$ cat src/rtl/fp_normalize.sv
`default_nettype none
// ============================================================================
// Module  : fp_normalize
// Brief   : Iterative normaliser. Converts a two's-complement sample into sign,
//           exponent, significand and round bit, one left shift per clock.
// Revision: 1.0 - initial release
// ============================================================================
module fp_normalize #(
    parameter int DATA_W = 12,
    parameter int EXP_W  = 3,
    parameter int SIG_W  = 4
) (
    input  logic              clk,
    input  logic              rst_n,
    input  logic [DATA_W-1:0] d_in,
    input  logic              in_valid,
    output logic              in_ready,
    output logic              sign,
    output logic [EXP_W-1:0]  exponent,
    output logic [SIG_W-1:0]  significand,
    output logic              fifth_bit,
    output logic              out_valid,
    input  logic              out_ready
);

    localparam logic [1:0] c_IDLE = 2'b00;
    localparam logic [1:0] c_NORM = 2'b01;
    localparam logic [1:0] c_DONE = 2'b10;

    localparam logic [EXP_W-1:0]  c_CNT_MAX  = {EXP_W{1'b1}};
    localparam logic [DATA_W-1:0] c_MOST_NEG = {1'b1, {(DATA_W-1){1'b0}}};
    localparam logic [DATA_W-1:0] c_MAX_POS  = {1'b0, {(DATA_W-1){1'b1}}};
    localparam logic [DATA_W-1:0] c_ONE      = {{(DATA_W-1){1'b0}}, 1'b1};

    logic [1:0]        r_state;
    logic [1:0]        w_state_nxt;
    logic              r_sgn;
    logic [DATA_W-1:0] r_mag;
    logic [EXP_W-1:0]  r_cnt;
    logic [DATA_W-1:0] w_abs;
    logic              w_norm_done;

    // The most negative sample has no positive counterpart; clamp it.
    always_comb begin
        w_abs = d_in;
        if (d_in[DATA_W-1]) begin
            if (d_in == c_MOST_NEG) begin
                w_abs = c_MAX_POS;
            end else begin
                w_abs = ~d_in + c_ONE;
            end
        end
    end

    // Magnitude MSB is always zero after the clamp; folding it in keeps the
    // stop condition safe should that ever not hold.
    assign w_norm_done = (r_mag[DATA_W-1:DATA_W-2] != 2'b00) || (r_cnt == '0);

    assign in_ready  = (r_state == c_IDLE);
    assign out_valid = (r_state == c_DONE);

    always_comb begin
        w_state_nxt = c_IDLE;
        case (r_state)
            c_IDLE: w_state_nxt = in_valid ? c_NORM : c_IDLE;
            c_NORM: w_state_nxt = w_norm_done ? c_DONE : c_NORM;
            c_DONE: w_state_nxt = out_ready ? c_IDLE : c_DONE;
            default: w_state_nxt = c_IDLE;
        endcase
    end

    always_ff @(posedge clk) begin
        if (!rst_n) begin
            r_state     <= c_IDLE;
            r_sgn       <= 1'b0;
            r_mag       <= '0;
            r_cnt       <= '0;
            sign        <= 1'b0;
            exponent    <= '0;
            significand <= '0;
            fifth_bit   <= 1'b0;
        end else begin
            r_state <= w_state_nxt;
            case (r_state)
                c_IDLE: begin
                    if (in_valid) begin
                        r_sgn <= d_in[DATA_W-1];
                        r_mag <= w_abs;
                        r_cnt <= c_CNT_MAX;
                    end
                end
                c_NORM: begin
                    if (w_norm_done) begin
                        sign        <= r_sgn;
                        exponent    <= r_cnt;
                        significand <= r_mag[DATA_W-2 -: SIG_W];
                        fifth_bit   <= r_mag[DATA_W-2-SIG_W];
                    end else begin
                        r_mag <= {r_mag[DATA_W-2:0], 1'b0};
                        r_cnt <= r_cnt - 1'b1;
                    end
                end
                default: ;
            endcase
        end
    end

endmodule
`default_nettype wire

$ cat config.mk
export PLATFORM = sky130hd
export DESIGN_NAME = fp_normalize
export DESIGN_NICKNAME = d
export VERILOG_FILES = /design/src/rtl/fp_normalize.sv
export SDC_FILE = /design/constraint.sdc
export NUM_CORES = 1
export LEC_CHECK = 0
export CORE_ASPECT_RATIO = 0.5
export CORE_MARGIN = 5
export CORE_UTILIZATION = 45
export DETAILED_ROUTE_END_ITERATION = 7
export GPL_TIMING_DRIVEN = 0
export PLACE_DENSITY = 0.74
export SLEW_MARGIN = 5
export SYNTH_ARGS = -nofsm -noshare
export SYNTH_HDL_FRONTEND = slang
export SYNTH_SLANG_ARGS = --single-unit
export TNS_END_PERCENT = 50
$ cat constraint.sdc
create_clock -name clk -period 1.6 [get_ports clk]
set_input_delay 0.16 -clock clk [delete_from_list [all_inputs] [get_ports clk]]
set_output_delay 0.16 -clock clk [all_outputs]
set_load 0.01 [all_outputs]
==> summary.md <==
| Metric | Value |
|---|---|
| Outcome | finished, final reports clean |
| Overflow after GRT | 0 |
| Avg WL per Cell | 14.9 um |
| NumNets Final | 219 |
| Setup TNS | 0 ps |
| DRT Wirelength | 3510 um |
| Die Span Y | 48.4 um |
| Synth Instances | 163 |
| Slew HR | 63.4% |
| Fillcell total | about 220 |
| Die Span X | 86.8 um |
| Vias | 1297 |
| Dpl ws | -612 ps |
| Hold/Removal Path Class | input port to register |
| DR vias/cell | 5.50 |
| FP Rows | 13 |
| Primary FF master, synth | dfxtp_1 |
| Count of state elements after synthesis | 27 |
| Post-synth EDFFs | 0 |
| Vias in the first global route | 1189 |
| Register Area | 543 um^2 |
| Area Growth Syn to Fin | 45.0% |
| Pwr Total | between 1.5 and 2 mW |
| Die area | between 4000 and 5000 um^2 |
| Antenna Diode Count | 0 |
| Worst hold path startpoint | d_in[11] |
| Netlist Area Pre-Place | ~1300 um^2 |
| DRC violation total after the first TritonRoute iteration | 64 |
| Port bufs | 25 |
| Fraction of registers with async set/reset | 0% |
| DRC | 0 |
| Clk slew on worst S/H paths | 90 ps |
| Max Fclk | 637 MHz |
| Final ANT Viol Nets | 0 |
| Initial Utilization | approximately half |
| H-tree depth | 1 |
| Initial antenna violation count | 0 |
| Leakage | 0.707 nW |
| Synth cell types | 38 |
| Post-DP HPWL | between 2000 and 2500 um |
| Startpoint types | input port |
| Synth Net Count | 182 |
| Number of max-cap violations | 0 |
| Fin Clk Skew | 2.30 ps |
| RSZ-0062 raised after global routing | yes |
| Pre-antenna DRT Iters | 4 |
| Max IR drop VDD | 0.395 mV |
| Post-synthesis sequential area ratio | 40.8% |
| Crit path launch | d_in[6] |
| CP endpoint kind | register |
| Total CTS buffers | 3 |
| Worst-Margin Slew | 549 ps |
| CP max FO | 6 |
| Number of synthesis warnings | 0 |
| Worst EP arrival | between 1500 and 2000 ps |
| Worst skew pair latency | 270 ps |
| Worst Path Required | 1800 ps |
| Fraction of layout cells with a size suffix above 1 | 29.1% |
| Final GP Congestion | 0.894 |
| Fin crit period | 1570 ps |
| Fin. max-slew vios | 0 |
| CTS Buffer Depth | 2 |
| Multi-input logic area | ~900 um^2 |
| GRT Util Overall | about 16% |
| Fin crit share | 98.1% |
| CTS tree | yes |
| RR Startpoint | r_cnt[0] |
| Global-route wire length before repair | ~5600 um |
| CTS Sinks | 27 |
| Final setup violation count | 0 |
| Core area | 2700 um^2 |
| Syn_area_per_cell | 8.14 um^2 |
| Root Buffer | clkbuf_8 |
| Final WS setup | 29.7 ps |
| Boundary Pins | 27 |
| Largest net degree at the start of global routing | 15 |
| PwrDens | 914 nW/um^2 |
| Final hold violation count | 0 |
| Layout Utilization | 71.2% |
| Critical path type | input port to register |
[worst paths after layout]
check,endpoint,slack (ps),cells after the start
setup / recovery,r_mag[9],30,7
hold / removal,r_sgn,290,3
setup reg to reg,r_cnt[0],90,8
hold reg to reg,exponent[0],460,2
[layer usage]
metal	up-vias	wire (um)	global-route usage, %	share of wire, %
met4	0	22	3.11	0.63
met5	-	0	0	0
met2	35	1610	25.4	46
met1	606	1690	23.3	48
met3	2	183	3.88	5.2
li1	654	-	-	-
[what timing repair did]
action | CTS | global route
cloned | 1 | 0
buffers inserted | 7 | 2
hold buffers | 0 | 0
resized for setup | 48 | 21
setup endpoints to repair | 25 | 25
pin swaps | 15 | 11
[sequential cells by signal (all words and copies together), names as in the netlist]
signal	cells
sign	1
r_mag	12
r_state	2
significand	4
r_cnt	3
r_sgn	1
exponent	3
fifth_bit	1
[logic make-up (layout without fill, tap and decap cells)]
group	Yosys count	count (layout)	share of synthesized area [%]
XOR/XNOR	7	7	4.62
adder cells (fa/ha/maj)	3	3	2.83
AO/OA/AOI/OAI	50	50	24.9
multiplexers	2	2	1.51
flip-flops	27	27	40.8
buffers and inverters	17	53	5.00
AND/OR/NAND/NOR	57	57	20.4
[worst max-delay path: stages]
cell and delay, ps:
buf_6 110, or3_4 380, or4_4 470, o21ai_4 300, buf_6 140, o221ai_1 90
a21oi_1 120
[synthesized netlist by cell type, types with 3 or more instances]
cell type  instances  area share, %
a311oi_1           3            2.0
nor2_1            16            4.5
ha_1               3            2.8
o221ai_1           4            2.6
clkbuf_1           6            1.7
a21oi_1           19            7.2
o21ai_0            6            2.3
nand3_1            4            1.5
a31oi_1            3            1.4
xor2_1             3            2.0
nand2_1           23            6.5
dfxtp_1           27             41
o31ai_1            4            2.3
xnor2_1            4            2.6
inv_1              9            2.5
[per-stage QoR]
step	area, um^2	hold WS (ps)	cells
2_1_floorplan	1340	298	163
3_3_place_gp	1640	443	225
3_5_place_dp	1640	447	225
4_1_cts	1840	286	235
5_1_grt	1920	334	236
6_report	1920	289	236
[layout by cell type, fill, tap and decap left out, drive strengths merged, types with 3 or more instances in the layout]
| cell | Yosys | layout |
|---|---|---|
| dfxtp | 27 | 27 |
| nand2 | 24 | 24 |
| a21oi | 19 | 19 |
| nor2 | 16 | 16 |
| clkdlybuf4s50 | 0 | 15 |
| buf | 2 | 14 |
| inv | 9 | 9 |
| clkbuf | 6 | 9 |
| o21ai | 7 | 7 |
| dlygate4sd2 | 0 | 4 |
| nand3 | 4 | 4 |
| o31ai | 4 | 4 |
| xnor2 | 4 | 4 |
| o221ai | 4 | 4 |
| a31oi | 3 | 3 |
| xor2 | 3 | 3 |
| ha | 3 | 3 |
| a311oi | 3 | 3 |
[cell type report]
type / instances / share of cell area, %
Multi-Input combinational cell: 119 / 46.6
Clock buffer: 4 / 2.34
Inverter: 9 / 1.76
Tap cell: 37 / 2.41
Timing Repair Buffer: 35 / 17.0
Buffer: 5 / 1.63
Sequential cell: 27 / 28.2
[power by group]
group          switching, mW  total [mW]  internal, mW
logic                  0.304       0.579         0.275
registers             0.0547       0.797         0.742
clock network          0.203       0.382         0.178
total                  0.562        1.76          1.20
Note: power is estimated with default switching activity, not from simulation.
